<file path="src/rtl/m_store_buffer_pkg.sv">
// Shared definitions for the MEM-stage store buffer: store op codes, the data-bus
// address map and the queued entry layout.
package m_store_buffer_pkg;

    localparam logic [1:0] ST_SW = 2'd0;
    localparam logic [1:0] ST_SH = 2'd1;
    localparam logic [1:0] ST_SB = 2'd2;

    localparam logic [31:0] DM_BEGIN        = 32'h0000_0000;
    localparam logic [31:0] DM_END          = 32'h0000_2FFF;
    localparam logic [31:0] TC1_BEGIN       = 32'h0000_7F00;
    localparam logic [31:0] TC1_END         = 32'h0000_7F0B;
    localparam logic [31:0] TC2_BEGIN       = 32'h0000_7F10;
    localparam logic [31:0] TC2_END         = 32'h0000_7F1B;
    localparam logic [31:0] TC_COUNT_OFFSET = 32'h0000_0008;

    typedef struct packed {
        logic [31:0] addr;
        logic [31:0] data;
        logic [3:0]  byteen;
        logic [31:0] pc;
    } sb_entry_t;

    function automatic logic in_range(input logic [31:0] a, input logic [31:0] lo,
                                      input logic [31:0] hi);
        return (a >= lo) && (a <= hi);
    endfunction

endpackage

</file>
<file path="src/rtl/m_store_encode.sv">
// Store encoder: byte enables, lane-replicated write data and AdES screening.
// Optional macro SB_COUNT_PROTECT_EN makes timer count registers store-protected.
module m_store_encode
    import m_store_buffer_pkg::*;
(
    input  logic        check,
    input  logic [1:0]  st_op,
    input  logic [31:0] addr,
    input  logic [31:0] wdata,
    input  logic        exc_ov,
    output logic [3:0]  byteen,
    output logic [31:0] data,
    output logic        ades
);

    logic word_op;
    logic misalign;
    logic in_dm;
    logic in_tc;
    logic count_hit;

    always_comb begin
        byteen   = 4'b1111;
        data     = wdata;
        word_op  = 1'b1;
        misalign = addr[1:0] != 2'b00;
        case (st_op)
            ST_SH: begin
                byteen   = addr[1] ? 4'b1100 : 4'b0011;
                data     = {2{wdata[15:0]}};
                word_op  = 1'b0;
                misalign = addr[0];
            end
            ST_SB: begin
                byteen   = 4'b0001 << addr[1:0];
                data     = {4{wdata[7:0]}};
                word_op  = 1'b0;
                misalign = 1'b0;
            end
            default: ;  // SW and the reserved code behave as SW
        endcase
    end

    assign in_dm = in_range(addr, DM_BEGIN, DM_END);
    assign in_tc = in_range(addr, TC1_BEGIN, TC1_END) | in_range(addr, TC2_BEGIN, TC2_END);

`ifdef SB_COUNT_PROTECT_EN
    assign count_hit = in_range(addr, TC1_BEGIN + TC_COUNT_OFFSET, TC1_END)
                     | in_range(addr, TC2_BEGIN + TC_COUNT_OFFSET, TC2_END);
`else
    assign count_hit = 1'b0;
`endif

    assign ades = check & (misalign | ~(in_dm | in_tc) | (~word_op & in_tc) | exc_ov | count_hit);

endmodule

</file>
<file path="src/rtl/m_store_buffer.sv">
// MEM-stage store buffer: encodes and screens stores, queues them in a FIFO that drains
// over a valid/ready bus, and flags loads hitting a queued word. See m_store_encode.
module m_store_buffer
    import m_store_buffer_pkg::*;
#(
    parameter int unsigned DEPTH = 2
) (
    input  logic        clk,
    input  logic        reset,
    input  logic        req_valid,
    input  logic        store,
    input  logic [1:0]  st_op,
    input  logic [31:0] addr,
    input  logic [31:0] wdata,
    input  logic [31:0] pc,
    input  logic        exc_ov,
    input  logic        flush,
    output logic        req_ready,
    output logic        exc_ades,
    input  logic        ld_valid,
    input  logic [31:0] ld_addr,
    output logic        ld_stall,
    output logic        m_data_valid,
    input  logic        m_data_ready,
    output logic [31:0] m_data_addr,
    output logic [31:0] m_data_wdata,
    output logic [3:0]  m_data_byteen,
    output logic [31:0] m_inst_addr,
    output logic        empty
);

    localparam int unsigned PtrW = $clog2(DEPTH);
    localparam logic [PtrW:0] FullCount = (PtrW + 1)'(DEPTH);

    logic [PtrW-1:0] wr_ptr_q, wr_ptr_d, rd_ptr_q, rd_ptr_d;
    logic [PtrW:0]   count_q, count_d;
    sb_entry_t       mem_q [DEPTH];
    sb_entry_t       new_entry, head;
    logic [3:0]      enc_byteen;
    logic [31:0]     enc_data;
    logic            enq, deq;
    logic [PtrW-1:0] offset;

    m_store_encode u_encode (
        .check  (req_valid & store),
        .st_op  (st_op),
        .addr   (addr),
        .wdata  (wdata),
        .exc_ov (exc_ov),
        .byteen (enc_byteen),
        .data   (enc_data),
        .ades   (exc_ades)
    );

    assign empty        = count_q == '0;
    assign req_ready    = count_q != FullCount;
    assign m_data_valid = ~empty;
    assign enq          = req_valid & store & req_ready & ~exc_ades & ~flush;
    assign deq          = m_data_valid & m_data_ready;

    assign new_entry = '{addr: {addr[31:2], 2'b00}, data: enc_data, byteen: enc_byteen, pc: pc};

    always_comb begin
        wr_ptr_d = enq ? wr_ptr_q + 1'b1 : wr_ptr_q;
        rd_ptr_d = deq ? rd_ptr_q + 1'b1 : rd_ptr_q;
        count_d  = count_q;
        case ({enq, deq})
            2'b10:   count_d = count_q + 1'b1;
            2'b01:   count_d = count_q - 1'b1;
            default: ;
        endcase
    end

    always_ff @(posedge clk or posedge reset) begin
        if (reset) begin
            wr_ptr_q <= '0;
            rd_ptr_q <= '0;
            count_q  <= '0;
            for (int i = 0; i < int'(DEPTH); i++) mem_q[i] <= '0;
        end else begin
            wr_ptr_q <= wr_ptr_d;
            rd_ptr_q <= rd_ptr_d;
            count_q  <= count_d;
            if (enq) mem_q[wr_ptr_q] <= new_entry;
        end
    end

    // An entry is live when its distance from the read pointer is below the count.
    always_comb begin
        ld_stall = 1'b0;
        offset   = '0;
        for (int i = 0; i < int'(DEPTH); i++) begin
            offset = PtrW'(i) - rd_ptr_q;
            if (({1'b0, offset} < count_q) && (mem_q[i].addr[31:2] == ld_addr[31:2])) begin
                ld_stall = ld_valid;
            end
        end
    end

    assign head          = mem_q[rd_ptr_q];
    assign m_data_addr   = m_data_valid ? head.addr : '0;
    assign m_data_wdata  = m_data_valid ? head.data : '0;
    assign m_data_byteen = m_data_valid ? head.byteen : '0;
    assign m_inst_addr   = m_data_valid ? head.pc : '0;

endmodule

</file>
<file path="config.mk">
export PLATFORM = sky130hd
export DESIGN_NAME = m_store_buffer
export DESIGN_NICKNAME = d
export VERILOG_FILES = /design/src/rtl/m_store_buffer_pkg.sv /design/src/rtl/m_store_encode.sv /design/src/rtl/m_store_buffer.sv
export SDC_FILE = /design/constraint.sdc
export NUM_CORES = 1
export LEC_CHECK = 0
export CELL_PAD_IN_SITES_DETAIL_PLACEMENT = 0
export CELL_PAD_IN_SITES_GLOBAL_PLACEMENT = 1
export CORE_ASPECT_RATIO = 0.75
export CORE_MARGIN = 1.5
export CORE_UTILIZATION = 37
export DETAILED_ROUTE_END_ITERATION = 12
export PLACE_DENSITY_LB_ADDON = 0.12
export SLEW_MARGIN = 20
export SYNTH_ARGS = -nofsm -noshare
export SYNTH_HDL_FRONTEND = slang
export SYNTH_HIERARCHICAL = 1
export SYNTH_SLANG_ARGS = --single-unit
export TNS_END_PERCENT = 10
</file>
<file path="constraint.sdc">
create_clock -name clk -period 17.5 [get_ports clk]
set_clock_uncertainty 0.05 [all_clocks]
set_input_delay 2.625 -clock clk [delete_from_list [all_inputs] [get_ports clk]]
set_output_delay 2.625 -clock clk [all_outputs]
set_load 0.03 [all_outputs]
</file>
==> metrics <==
RSZ-0062 raised after global routing no; Buffers on Ports 238; Worst-path clk slew 0.08 ns; most frequent cells in the layout 238 x clkdlybuf4s50_1, 199 x dfrtp_1, 171 x mux2_2; core area 0.0272 mm^2; Max transition margin 34.4%; Yosys reg bits 200; GPL Wtd Cong 0.823; Synth area leader dfrtp_1; most common library cell in the layout ignoring fill and taps clkdlybuf4s50_1; maximum vdd drop 139 uV; critical path startpoint category primary input; Post-Syn Area 0.0103 mm^2; Avg WL per Cell 19.9 um; Clock Latency Late Sink 0.44 ns; TNS Setup 0 ns; EDFF count, synth 0; first-pass GRT wire length 43800 um; total global routing overflow 0; Place WS 9.71 ns; # Max-Cap Violations 0; hold crit path type flip-flop to flip-flop; cts-stage hold buffer count 0; initial core utilization 37.9%; Lkg Pwr 5.82 nW; H-tree Lvls 4; DR vias 6969; CP Max Fanout 2; final WL 28100 um; Remaining DRCs 0; CTS buffer count 17; Async SR Flop Fraction 100%; Synth Warn # 6; Final min period 7.82 ns; M1 GR Usage 29.0%; Crit Path Class primary input to primary output; grt met2 use 29.8%; critical path arrival 5.14 ns; final setup fails 0; Final HPWL DP 19500 um; CP required 14.83 ns; Final WS setup 9.68 ns; Slew @ Worst Pin 0.983 ns; Slew Viols, Final 0; Final Hold Viols 0; Worst Setup End Kind primary output; Most Crowded Layer GR met2; Root Buffer clkbuf_16; Die Wd 196 um; Tcrit/Tclk final 44.7%; Inst Count DP 1378; Detailed Route Iter0 Violations 256; synthesized area per cell 12.2 um^2; register area share after synthesis 48.6%; synth unique cells 44; Ports 243; Pre-antenna DRT Iters 4; die area 0.0289 mm^2; largest net degree at the start of global routing 131; outcome completed; Gate Count Post-Synth 841; initial antenna violation count 0; Layout area overhead 30.4%; clk sinks 200; share of cells above drive strength 1 20.8%; Overall Global Routing Usage 20.1%; CTS tree yes; vias in the first global route 7326; PD cells 201 mW/mm^2; power after layout 2.69 mW; ys flop type dfrtp_1; f_max 128 MHz; DRT antenna net count 0; final std cells w/o fill 1410; hold_ws 0.439 ns; share of the synthesized area in the top cell type 48.6%; Avg Vias per Cell 4.94; filler instances 2559; Die Ht 147 um; Clock Path Buffers 2; met3 Use GR 5.43%; fin nets 1187; Setup Fix Bufs, Post-CTS 0; PostCTS Resize Cnt 0; n_diodes 0; ranking of synthesized cells by area dfrtp_1 49%, mux2_2 19%, mux2i_1 9.6%; num rows 52
-- metal layers --
layer	wire length, um	share of wire (%)
met5	0	0
met4	245	0.87
met3	1470	5.2
met2	12200	43
met1	14200	50
-- synth_stat cells, types with 2 or more instances --
library cell	instances
nand4_1	14
dfrtp_1	200
a21oi_1	3
buf_2	26
a22oi_1	8
a22o_1	8
nor2_1	101
xor2_1	13
mux2_1	25
o21ai_1	3
buf_4	18
mux2_2	171
xnor2_1	52
nand2_1	25
a21o_1	3
o21ai_0	15
mux2i_1	99
ha_1	3
buf_6	5
clkbuf_1	11
or2_1	2
o21bai_1	2
nor4_2	2
and2_1	2
inv_1	5
nor4_1	6
nor2b_1	2
-- final cells by class --
type                            instances  area (um^2)  share of cell area (%)
Inverter                                6         31.3                   0.233
Clock buffer                           21          470                    3.50
Sequential cell                       200         5010                    37.3
Tap cell                              351          439                    3.27
Multi-Input combinational cell        576         4910                    36.6
Clock inverter                         11          130                   0.969
Timing Repair Buffer                  245         2430                    18.1
-- worst max-delay path: stages --
cell             delay, ns
clkdlybuf4s50_1       0.46
xnor2_1               0.31
nand4_1               0.16
nor4_1                0.44
nand4_1               0.15
a21boi_0              0.27
clkdlybuf4s50_1       0.73
-- path summary, 6_finish.rpt --
kind	from	to	slack, ns	cells after the start
worst min register to register	mem_q[111]	mem_q[111]	0.44	1
min in group asynchronous	reset	mem_q[90]	2.74	2
worst max-delay path	ld_addr[27]	ld_stall	9.68	7
worst max register to register	count_q[0]	mem_q[186]	14.57	5
worst min-delay path	mem_q[111]	mem_q[111]	0.44	1
max in group asynchronous	reset	mem_q[4]	13.14	3
-- stage by stage --
| step | area (um^2) | utilization [%] |
|---|---|---|
| 2_1_floorplan | 10300 | - |
| 3_3_place_gp | 12800 | 47.2 |
| 3_5_place_dp | 12800 | 47.2 |
| 4_1_cts | 13400 | 49.4 |
| 5_1_grt | 13400 | 49.4 |
| 6_report | 13400 | 49.4 |
-- sequential cells by signal, summed over array words and instances, names as in the netlist --
name	cells
count_q	2
mem_q	196
rd_ptr_q	1
wr_ptr_q	1
-- logic make-up after synthesis --
| group | after synthesis | share of synthesized area [%] |
|---|---|---|
| mux | 295 | 31.1 |
| other cells | 1 | 0.0364 |
| xor+xnor | 65 | 5.53 |
| simple gates | 165 | 7.71 |
| compound gates | 46 | 2.96 |
| flops | 200 | 48.6 |
| buf+inv | 66 | 3.74 |
| fa+ha+maj | 3 | 0.365 |
-- where the power goes --
part	internal, mW	switching, mW	total, mW
registers	0.688	0.159	0.847
clock network	0.225	0.184	0.408
logic	0.665	0.773	1.44
total	1.58	1.12	2.69
Note: power is estimated with default switching activity, not from simulation.
